**src/rtl/ifq_fetch_ctrl.sv**
```systemverilog
// Fetch controller for the IFQ FIFO: walks line-aligned fetch addresses through the
// I-cache, pushes returned lines, parks a line while the FIFO is full, and redirects.
module ifq_fetch_ctrl #(
  parameter int                    CACHE_LINE_WIDTH = 128,
  parameter int                    ADDR_WIDTH       = 32,
  parameter logic [ADDR_WIDTH-1:0] RESET_PC         = '0
) (
  input  logic                        clk,
  input  logic                        rst,
  input  logic                        jmp_branch_valid,
  input  logic [ADDR_WIDTH-1:0]       jmp_branch_address,
  input  logic [CACHE_LINE_WIDTH-1:0] icache_rd_data,
  input  logic                        icache_ready,
  input  logic                        fifo_full,
  output logic                        icache_rd_en,
  output logic [ADDR_WIDTH-1:0]       icache_addr,
  output logic                        fifo_write_en,
  output logic                        flush,
  output logic [1:0]                  Jmp_Branch_Bits_2_3,
  output logic [CACHE_LINE_WIDTH-1:0] Data_out
);

  localparam logic [ADDR_WIDTH-1:0] LINE_BYTES = ADDR_WIDTH'(16);

  typedef enum logic [1:0] {
    IDLE  = 2'd0,
    REQ   = 2'd1,
    HOLD  = 2'd2,
    REDIR = 2'd3
  } state_t;

  state_t                  state, state_nxt;
  logic [ADDR_WIDTH-1:0]   pc_line, pc_line_nxt;
  logic [ADDR_WIDTH-1:0]   target_line, target_line_nxt;
  logic [1:0]              jmp_off, jmp_off_nxt;
  logic [CACHE_LINE_WIDTH-1:0] hold_line, hold_line_nxt;

  // Byte-within-word bits of the redirect target carry no meaning for fetch.
  logic unused_addr_bits;
  assign unused_addr_bits = ^jmp_branch_address[1:0];

  function automatic logic [ADDR_WIDTH-1:0] line_align(input logic [ADDR_WIDTH-1:0] a);
    return {a[ADDR_WIDTH-1:4], 4'h0};
  endfunction

  always_ff @(posedge clk or posedge rst) begin
    if (rst) begin
      state       <= IDLE;
      pc_line     <= line_align(RESET_PC);
      target_line <= '0;
      jmp_off     <= 2'b00;
      hold_line   <= '0;
    end else begin
      state       <= state_nxt;
      pc_line     <= pc_line_nxt;
      target_line <= target_line_nxt;
      jmp_off     <= jmp_off_nxt;
      hold_line   <= hold_line_nxt;
    end
  end

  always_comb begin
    state_nxt           = state;
    pc_line_nxt         = pc_line;
    target_line_nxt     = target_line;
    jmp_off_nxt         = jmp_off;
    hold_line_nxt       = hold_line;
    icache_rd_en        = 1'b0;
    icache_addr         = '0;
    fifo_write_en       = 1'b0;
    flush               = 1'b0;
    Jmp_Branch_Bits_2_3 = 2'b00;
    Data_out            = '0;

    unique case (state)
      IDLE: begin
        state_nxt = REQ;
      end

      REQ: begin
        icache_rd_en = 1'b1;
        icache_addr  = pc_line;
        Data_out     = icache_rd_data;
        if (icache_ready) begin
          if (!fifo_full) begin
            fifo_write_en = 1'b1;
            pc_line_nxt   = pc_line + LINE_BYTES;
          end else begin
            hold_line_nxt = icache_rd_data;
            state_nxt     = HOLD;
          end
        end
      end

      HOLD: begin
        Data_out = hold_line;
        if (!fifo_full) begin
          fifo_write_en = 1'b1;
          pc_line_nxt   = pc_line + LINE_BYTES;
          state_nxt     = REQ;
        end
      end

      REDIR: begin
        icache_rd_en = 1'b1;
        icache_addr  = target_line;
        Data_out     = icache_rd_data;
        // The target line becomes the first FIFO entry regardless of fifo_full.
        if (icache_ready) begin
          flush               = 1'b1;
          Jmp_Branch_Bits_2_3 = jmp_off;
          pc_line_nxt         = target_line + LINE_BYTES;
          state_nxt           = REQ;
        end
      end

      default: begin
        state_nxt = IDLE;
      end
    endcase

    // A redirect wins over everything above: the wrong-path line is dropped and any
    // parked line or older target is forgotten.
    if (jmp_branch_valid) begin
      fifo_write_en       = 1'b0;
      flush               = 1'b0;
      Jmp_Branch_Bits_2_3 = 2'b00;
      pc_line_nxt         = pc_line;
      hold_line_nxt       = hold_line;
      target_line_nxt     = line_align(jmp_branch_address);
      jmp_off_nxt         = jmp_branch_address[3:2];
      state_nxt           = REDIR;
    end
  end

endmodule

```
**config.mk**
```make
export PLATFORM = sky130hd
export DESIGN_NAME = ifq_fetch_ctrl
export DESIGN_NICKNAME = d
export VERILOG_FILES = /design/src/rtl/ifq_fetch_ctrl.sv
export SDC_FILE = /design/constraint.sdc
export NUM_CORES = 1
export LEC_CHECK = 0
export ABC_AREA = 1
export CAP_MARGIN = 10
export CORE_ASPECT_RATIO = 0.8
export CORE_MARGIN = 1.5
export CORE_UTILIZATION = 35
export DETAILED_ROUTE_END_ITERATION = 8
export DONT_BUFFER_PORTS = 1
export GPL_TIMING_DRIVEN = 0
export PLACE_DENSITY = 0.51
export SLEW_MARGIN = 20
export SYNTH_ARGS = -nofsm -noshare
export SYNTH_HDL_FRONTEND = slang
export SYNTH_SLANG_ARGS = --single-unit
```
**constraint.sdc**
```tcl
create_clock -name clk -period 7.7 [get_ports clk]
set_clock_uncertainty 0.2 [all_clocks]
set_input_delay 0.385 -clock clk [delete_from_list [all_inputs] [get_ports clk]]
set_output_delay 0.385 -clock clk [all_outputs]
set_load 0.02 [all_outputs]
```
# [Word level (Yosys, flattened, before mapping)]
# Index checks and enable logic that the tools add are counted.
[totals] register_bits=192 input_bits=165 wordCells=46 output_inout_bits=165
[op_classes] eq_ne=9 n_bitwise=1 n_reduce_logical=6 n_mux=23 addsub=2
[ops] cell="case mux 128 bit (2 select lines)" n=1
[ops] cell="two-way mux 32 bit" n=3
[ops] cell="case mux 32 bit (3 select lines)" n=1
[ops] cell="adder 32 x 5 -> 32 bit, second input constant" n=2
[ops] cell="case mux 32 bit (2 select lines)" n=1
[ops] cell="two-way mux 2 bit" n=8
[ops] cell="inequality test 3 bit, second input constant" n=4
[ops] cell="AND reduction 4 bit" n=3
[ops] cell="case mux 2 bit (4 select lines)" n=1
[ops] cell="two-way mux 1 bit" n=7
[ops] cell="== test 2 bit, second input constant" n=2
[ops] cell="inequality test 2 bit, second input constant" n=2
[ops] cell="nonzero test 3 bit" n=1
[ops] cell="== test 2 x 1 -> 1 bit, second input constant" n=1
[ops] cell="logical NOT 2 bit" n=1
[ops] cell="case mux 1 bit (2 select lines)" n=1
[ops] cell="OR reduction 2 bit" n=1
[ops] cell="inverter 1 bit" n=1

# [Logic depth before layout (Yosys ltp)]
# Gate-level depths: netlist (run 1).
[logic_depth] ltp_word=4 mapped_depth=15 depth_no_buf=13

# [Worst setup path after synthesis (run 1)]
# No wires, ideal clock.
[synth_timing] path_kind="register -> output" from="reg state[0]" to="out Data_out[100]" arrival_time_ps=2228 path_buffers=5 stages_incl_launch_ff=10 path_slack_ps=4887 required_ps=7115 cell_sequence="dfrtp_1 clkbuf_1 buf_2 buf_1 inv_1 ha_1 clkbuf_1 clkbuf_1 nand2_1 a21oi_1"
[synth_via] elab_chain_cells=3 word_cells_on_any_way=5 cone_classes="3 x eq/ne; 1 x mux; 1 x reduce/logical"
[synth_lines] element="from (decl)" line_no="32" text="state_t state, state_nxt;"
[synth_lines] element="from (signal assigned)" line_no="54" text="state <= state_nxt;"
[synth_lines] element="== test 2 bit or == test 2 x 1 -> 1 bit (tied branches)" line_no="75" text="unique case (state)"
[synth_lines] element="OR reduction 2 bit (no source line)"
[synth_lines] element="case mux 128 bit (2 select lines) *" line_no="75"
[synth_lines] element="to (decl)" line_no="20" text="output logic [CACHE_LINE_WIDTH-1:0] Data_out"
# Every way passes the cells marked *; elsewhere a longest branch is shown, timed or not.

# [Final worst setup path (run 1)]
[layout_timing] from="reg state[0]" to="out Data_out[2]"
# The elaborated chain is that of the path after synthesis.

==> flow_metrics.env, run 1 <==
export IMPL_synth_warnings=0
export IMPL_fin_crit_ns=4.741
export IMPL_crit_fanout=10
export IMPL_syn_area_mm2=0.01063
export IMPL_synth_cell_types=38
export IMPL_synth_most_common_cell="nand2_1"
export IMPL_ctsResizeCount=0
export IMPL_cp_cell_sequence="clkbuf_1 -> buf_2 -> buf_1 -> inv_1 -> ha_1 -> clkbuf_1 -> clkbuf_1 -> a21oi_1"
export IMPL_clkSinkCount=188
export IMPL_final_hold_viol_count=0
export IMPL_drt_iter0_drc=692
export IMPL_arrival_ns=4.16
export IMPL_cp_slowest_stage_delay_ns=0.58
export IMPL_htreeDepth=4
export IMPL_yosys_area_top_type="dfrtp_1"
export IMPL_worstPathRequired_ns=7.11
export IMPL_worst_slack_ns=2.959
export IMPL_vias=9965
export IMPL_rsz0062_at_grt="no"
export IMPL_die_h_um=158.9
export IMPL_end_kind="primary output"
export IMPL_clkTransAtPathRegs_ns=0.07
export IMPL_cpMaxStageDelayCell="clkbuf_1"
export IMPL_grt_pass1_vias=9947
export IMPL_syn_to_final_growth_pct=26.17
export IMPL_dp_slack_ns=3.264
export IMPL_cts_max_path_buffers=2
export IMPL_layout_drive_gt1_share_pct=12.06
export IMPL_syn_mean_instance_area_um2=7.565
export IMPL_layoutNonFillerInstCount=2006
export IMPL_wire_per_inst_um=18.71
export IMPL_synthTopCellsByCount="549 x nand2_1, 188 x dfrtp_1, 130 x a21oi_1"
export IMPL_cpMostUsedCell="clkbuf_1"
export IMPL_synthTopCellsByArea="dfrtp_1 44%, nand2_1 19%, mux2_2 6.8%"
export IMPL_drt_wl_total_mm=37.54
export IMPL_placed_cells=1816
export IMPL_setup_viol=0
export IMPL_cts_tree="done"
export IMPL_nNetsFinal=1759
export IMPL_initial_utilization_pct=35.95
export IMPL_dieArea_mm2=0.03143
export IMPL_insertion_delay_ns=0.45
export IMPL_firstDrtPassIters=5
export IMPL_timing_hold_ws_ns=0.1228
export IMPL_slew_viol_final=0
export IMPL_core_mm2=0.02957
export IMPL_yosysSeqAreaShare_pct=44.26
export IMPL_clock_fmax_ghz=0.2109
export IMPL_status="complete, no violations"
export IMPL_synth_cells=1405
export IMPL_maxCapViolCount=0
export IMPL_worst_pin_slew_ns=0.9431
export IMPL_reg2reg_slack_ns=4.01
export IMPL_vias_per_cell=4.968
export IMPL_fin_setup_tns_ns=0
export IMPL_cts_root_buf="clkbuf_16"
export IMPL_cts_buffers=17
export IMPL_min_path_type="in -> async"
export IMPL_rows=56
export IMPL_portBuffers=0
export IMPL_dp_final_hpwl_mm=26.67
export IMPL_static_leakage_power_nw=6.332
export IMPL_ioPinCount=330
export IMPL_crit_type="reg -> out"
export IMPL_ys_async_sr_fraction_pct=100.0
export IMPL_n_antenna_cell=0
export IMPL_period_share_pct=61.58
export IMPL_die_x_um=197.8
export IMPL_antenna_left=0
export IMPL_synth_main_ff_cell="dfrtp_1"
export IMPL_grt_pass1_wl_mm=58.46
export IMPL_grt_max_degree=96
export IMPL_finalPower_mw=5.100
export IMPL_nFillCells=2997
export IMPL_grt_ovfl_total=0
export IMPL_grtUsageTotal_pct=24.28
export IMPL_ir_drop_mv=0.1989
export IMPL_startpoint_type="flop"
export IMPL_antenna_found_initial=0
export IMPL_yosysTopAreaCellShare_pct=44.26
export IMPL_drc=0
export IMPL_max_slew_margin_pct=36.55
export IMPL_ys_ff_latch=188
export IMPL_synth_edff_count=0
export IMPL_power_density_mw_per_mm2=380.3
export IMPL_gp_congestion=0.8320
==> metrics by stage <==
step	util, %	cell area (um^2)
global placement	37.70	11150
global route	45.35	13410
finish	45.35	13410
detailed placement	37.91	11210
CTS	45.35	13410
floorplan	-	10640
==> area by class of cell <==
class	instances	area, um^2	share of cell area (%)
clock inverters	10	127.6	0.9517
repair buffers	161	1647	12.28
multi-input cells	1011	5031	37.52
plain buffers	90	456.7	3.405
inverters	119	455.4	3.396
clock buffers	21	480.5	3.583
flip-flops and latches	188	4705	35.08
well taps	406	508.0	3.788
==> where the power goes <==
group	internal, mW	switching [mW]	leakage (nW)
Combinational	0.714	1.82	3.70
Sequential	1.40	0.229	2.33
Clock	0.518	0.419	0.299
Total	2.63	2.47	6.33
==> cell usage in the layout (no fill, tap or decap), types with 7 or more instances in the layout <==
cell / instances
o21ai_0: 102
nand3_1: 31
clkbuf_16: 17
a21oi_1: 130
nand2_1: 549
nand2_4: 8
nor2_1: 28
buf_2: 12
nor2_2: 10
inv_1: 110
mux2_2: 64
dlygate4sd3_1: 159
dfrtp_1: 188
nand2_2: 31
clkbuf_1: 56
o22ai_1: 7
buf_4: 13
==> worst max-delay path, delay by kind of cell (launching register included) <==
family	cells	cell delay (ns)
fa+ha+maj	1	0.27
flops	1	0.41
compound gates	1	0.56
buf+inv	6	2.44
==> per-layer routing <==
layer	vias to the layer above	wire length (um)	part of all wire (%)	global-route usage (%)
met5	-	0	0	0
met4	0	680	1.8	5.864
met3	40	2556	6.8	6.903
met2	312	16910	45	37.68
met1	4800	17390	46	33.22
li1	4813	-	-	-
==> registers in the layout (all words and copies together), names as in the netlist <==
| signal | cells |
|---|---|
| pc_line | 28 |
| hold_line | 128 |
| state | 2 |
| jmp_off | 2 |
| target_line | 28 |
==> kinds of logic (layout without fill, tap and decap cells) <==
group | Yosys count | after routing | synth area share (%)
XOR/XNOR | 7 | 7 | 0.5768
buffers and inverters | 209 | 401 | 8.511
adder cells (fa/ha/maj) | 6 | 6 | 0.7063
AND/OR/NAND/NOR | 675 | 675 | 26.77
flip-flops | 188 | 188 | 44.26
multiplexers | 64 | 64 | 6.780
AO/OA/AOI/OAI | 255 | 255 | 12.36
other | 1 | 4 | 0.03528
==> path summary, 6_finish.rpt <==
kind                                               end                   startpoint  depth (start not counted)
min in group clk                  state[1]$_DFFE_PP0P_                    fifo_full                          4
hold / removal                hold_line[8]$_DFFE_PP0P_                          rst                          2
setup reg to reg               pc_line[30]$_DFFE_PP0P_         state[0]$_DFFE_PP0P_                         10
setup / recovery                           Data_out[2]         state[0]$_DFFE_PP0P_                          8
max in group asynchronous    hold_line[94]$_DFFE_PP0P_                          rst                          3
hold reg to reg            target_line[31]$_DFFE_PP0P_  target_line[31]$_DFFE_PP0P_                          2
==> timing repair <==
item,4_1_cts,5_1_grt
hold buffers,159,0
setup buffers,0,0
endpoints found under the hold margin,346,0
No activity file was read; power rests on OpenSTA's default activity.
==> run 2: changes to the inputs <==
--- a/config.mk
+++ b/config.mk
@@ -5,7 +5,7 @@
 export SDC_FILE = /design/constraint.sdc
 export NUM_CORES = 1
 export LEC_CHECK = 0
-export ABC_AREA = 1
+export ABC_AREA = 0
 export CAP_MARGIN = 10
 export CORE_ASPECT_RATIO = 0.8
 export CORE_MARGIN = 1.5
==> constraint.sdc (replaced) <==
create_clock -name clk -period 4.95 [get_ports clk]
set_clock_uncertainty 0.2 [all_clocks]
set_input_delay 0.2475 -clock clk [delete_from_list [all_inputs] [get_ports clk]]
set_output_delay 0.2475 -clock clk [all_outputs]
set_load 0.02 [all_outputs]
==> run 2 against run 1 <==
Power rose by 64%; via count is 11% lower; area after synthesis down 1.0%; critical path depth grew 6.
==> flow_metrics.env, run 2 <==
export IMPL_maxCapViolCount=0
export IMPL_cts_tree="done"
export IMPL_largest_register="hold_line"
export IMPL_finalPower_mw=8.378
export IMPL_antenna_found_initial=0
export IMPL_die_x_um=196.8
export IMPL_clock_fmax_ghz=0.2225
export IMPL_setup_viol=0
export IMPL_cp_cell_sequence="ha_1 -> buf_6 -> buf_6 -> buf_4 -> clkbuf_1 -> buf_1 -> mux2_2 -> ha_1 -> nand4b_1 -> nand2_1 -> nand3_4 -> nor4_4 -> mux2i_1 -> o211ai_2"
export IMPL_cpMaxStageDelayCell="buf_1"
export IMPL_end_kind="flop"
export IMPL_max_slew_margin_pct=39.23
export IMPL_cts_max_path_buffers=2
export IMPL_wire_per_inst_um=22.57
export IMPL_synthTopCellsByCount="188 x dfrtp_1, 161 x mux2_2, 142 x nor2_1"
export IMPL_die_h_um=158.1
export IMPL_drt_iter0_drc=641
export IMPL_initial_utilization_pct=35.75
export IMPL_cp_slowest_stage_delay_ns=0.52
export IMPL_synth_most_common_cell="dfrtp_1"
export IMPL_fin_setup_tns_ns=0
export IMPL_synth_main_ff_cell="dfrtp_1"
export IMPL_mostFrequentLayoutCells="188 x dfrtp_1, 161 x mux2_2, 160 x dlygate4sd3_1"
export IMPL_core_mm2=0.02943
export IMPL_final_common_cell="dfrtp_1"
export IMPL_nNetsFinal=1360
export IMPL_synth_edff_count=0
export IMPL_grtUsageTotal_pct=22.69
export IMPL_grt_ovfl_total=0
export IMPL_yosysTopAreaCellShare_pct=44.72
export IMPL_min_path_type="in -> reg"
export IMPL_ys_ff_latch=188
export IMPL_rsz0062_at_grt="no"
export IMPL_syn_area_mm2=0.01052
export IMPL_insertion_delay_ns=0.45
export IMPL_dp_slack_ns=0.4238
export IMPL_rows=56
export IMPL_yosys_area_top_type="dfrtp_1"
export IMPL_fin_crit_ns=4.495
export IMPL_crit_fanout=10
export IMPL_firstDrtPassIters=8
export IMPL_slew_viol_final=0
export IMPL_arrival_ns=4.62
export IMPL_syn_mean_instance_area_um2=10.51
export IMPL_layout_drive_gt1_share_pct=19.97
export IMPL_yosysSeqAreaShare_pct=44.72
export IMPL_largest_reg_flops=128
export IMPL_synthTopCellsByArea="dfrtp_1 45%, mux2_2 17%, a22oi_1 9.3%"
export IMPL_synth_cell_types=67
export IMPL_clkSinkCount=188
export IMPL_ioPinCount=330
export IMPL_worst_pin_slew_ns=0.9116
export IMPL_dieArea_mm2=0.03111
export IMPL_seqCellArea_mm2=0.004705
export IMPL_hold_buffers=160
export IMPL_power_density_mw_per_mm2=627.4
export IMPL_period_share_pct=90.80
export IMPL_startpoint_type="flop"
export IMPL_status="complete, no violations"
export IMPL_ctsResizeCount=0
export IMPL_post_cts_buffers=0
export IMPL_drt_wl_total_mm=35.64
export IMPL_grt_pass1_wl_mm=53.41
export IMPL_synth_warnings=0
export IMPL_synth_cells=1001
export IMPL_antenna_left=0
export IMPL_ys_async_sr_fraction_pct=100.0
export IMPL_final_hold_viol_count=0
export IMPL_static_leakage_power_nw=5.638
export IMPL_worstPathRequired_ns=5.08
export IMPL_grt_max_degree=32
export IMPL_crit_type="reg -> reg"
export IMPL_ir_drop_mv=0.3637
export IMPL_nFillCells=2783
export IMPL_top_regs="hold_line x128, pc_line x28, target_line x28"
export IMPL_cts_buffers=17
export IMPL_vias_per_cell=5.645
export IMPL_clkTransAtPathRegs_ns=0.07
export IMPL_cts_root_buf="clkbuf_16"
export IMPL_portBuffers=0
export IMPL_grt_pass1_vias=9003
export IMPL_drc=0
export IMPL_syn_to_final_growth_pct=26.94
export IMPL_dp_final_hpwl_mm=25.18
export IMPL_htreeDepth=4
export IMPL_worst_slack_ns=0.4552
export IMPL_multi_input_comb_area_mm2=0.005394
export IMPL_n_antenna_cell=0
export IMPL_gp_congestion=0.8702
export IMPL_vias=8913
run 2: changes by cell type in the layout (fill, tap and decap cells not counted), moves of 18 or more:
| cell | previous run | this run |
|---|---|---|
| mux2i_1 | 0 | 18 |
| o21ai_0 | 102 | 15 |
| inv_1 | 110 | 9 |
| mux2_2 | 64 | 161 |
| nor2_1 | 28 | 142 |
| a22oi_1 | 0 | 131 |
| nand2_2 | 31 | 2 |
| a21oi_1 | 130 | 19 |
| nand2_1 | 549 | 40 |
| a22o_1 | 0 | 22 |
run 2: worst paths after layout:
path / cells after the start / endpoint / from / slack [ns]
max reg2reg: 14 / pc_line[22]$_DFFE_PP0P_ / state[1]$_DFFE_PP0P_ / 0.46
min: 4 / state[0]$_DFFE_PP0P_ / icache_ready / 0.04
min in group asynchronous: 2 / hold_line[80]$_DFFE_PP0P_ / rst / 0.16
max in group asynchronous: 4 / hold_line[53]$_DFFE_PP0P_ / rst / 3.56
min reg2reg: 1 / hold_line[117]$_DFFE_PP0P_ / hold_line[117]$_DFFE_PP0P_ / 0.31
max: 14 / pc_line[22]$_DFFE_PP0P_ / state[1]$_DFFE_PP0P_ / 0.46
run 2: logic make-up after synthesis:
| kind of cell | synth area share (%) |
|---|---|
| flops | 44.72 |
| fa+ha+maj | 0.7136 |
| simple gates | 12.38 |
| mux | 19.40 |
| compound gates | 16.75 |
| other cells | 0.03565 |
| xor+xnor | 1.832 |
| buf+inv | 4.174 |
run 2: report_power, final:
| part | leakage [nW] | internal [mW] | switching, mW |
|---|---|---|---|
| Sequential | 2.24 | 2.19 | 0.446 |
| Combinational | 3.10 | 1.44 | 2.83 |
| Clock | 0.296 | 0.780 | 0.687 |
run 2: layout make-up:
class / instances / share of cell area (%)
buffer: 89 / 2.979
inverter: 11 / 0.3373
clock inverter: 14 / 1.293
sequential: 188 / 35.23
timing repair buffer: 166 / 12.95
tap: 377 / 3.532
clock buffer: 18 / 3.289
multi-input combinational: 716 / 40.39
run 2: through the flow:
step / hold slack [ns] / utilization (%) / instance area (um^2) / instances
CTS: 0.007542 / 45.38 / 13350 / 1579
finish: 0.03769 / 45.38 / 13350 / 1579
detailed placement: 0.03863 / 37.86 / 11140 / 1387
floorplan: 0.1981 / - / 10540 / 1004
global route: 0.03242 / 45.38 / 13350 / 1579
global placement: 0.1984 / 37.40 / 11010 / 1381
run 2: metal layers:
metal  global-route usage, %  up-vias  routed length (um)
met5                       0        -                   0
met4                   7.706        0                 820
met3                   6.008       53                2500
met2                   34.43      332               15880
met1                   31.26     4499               16440
li1                        -     4029                   -
run 2: critical path: cells and delay by family (launching register included):
kind	cells	cell delay, ns
adder cells (fa/ha/maj)	2	0.43
buffers and inverters	5	1.48
AO/OA/AOI/OAI	1	0.10
flip-flops	1	0.42
AND/OR/NAND/NOR	4	1.18
multiplexers	2	0.54
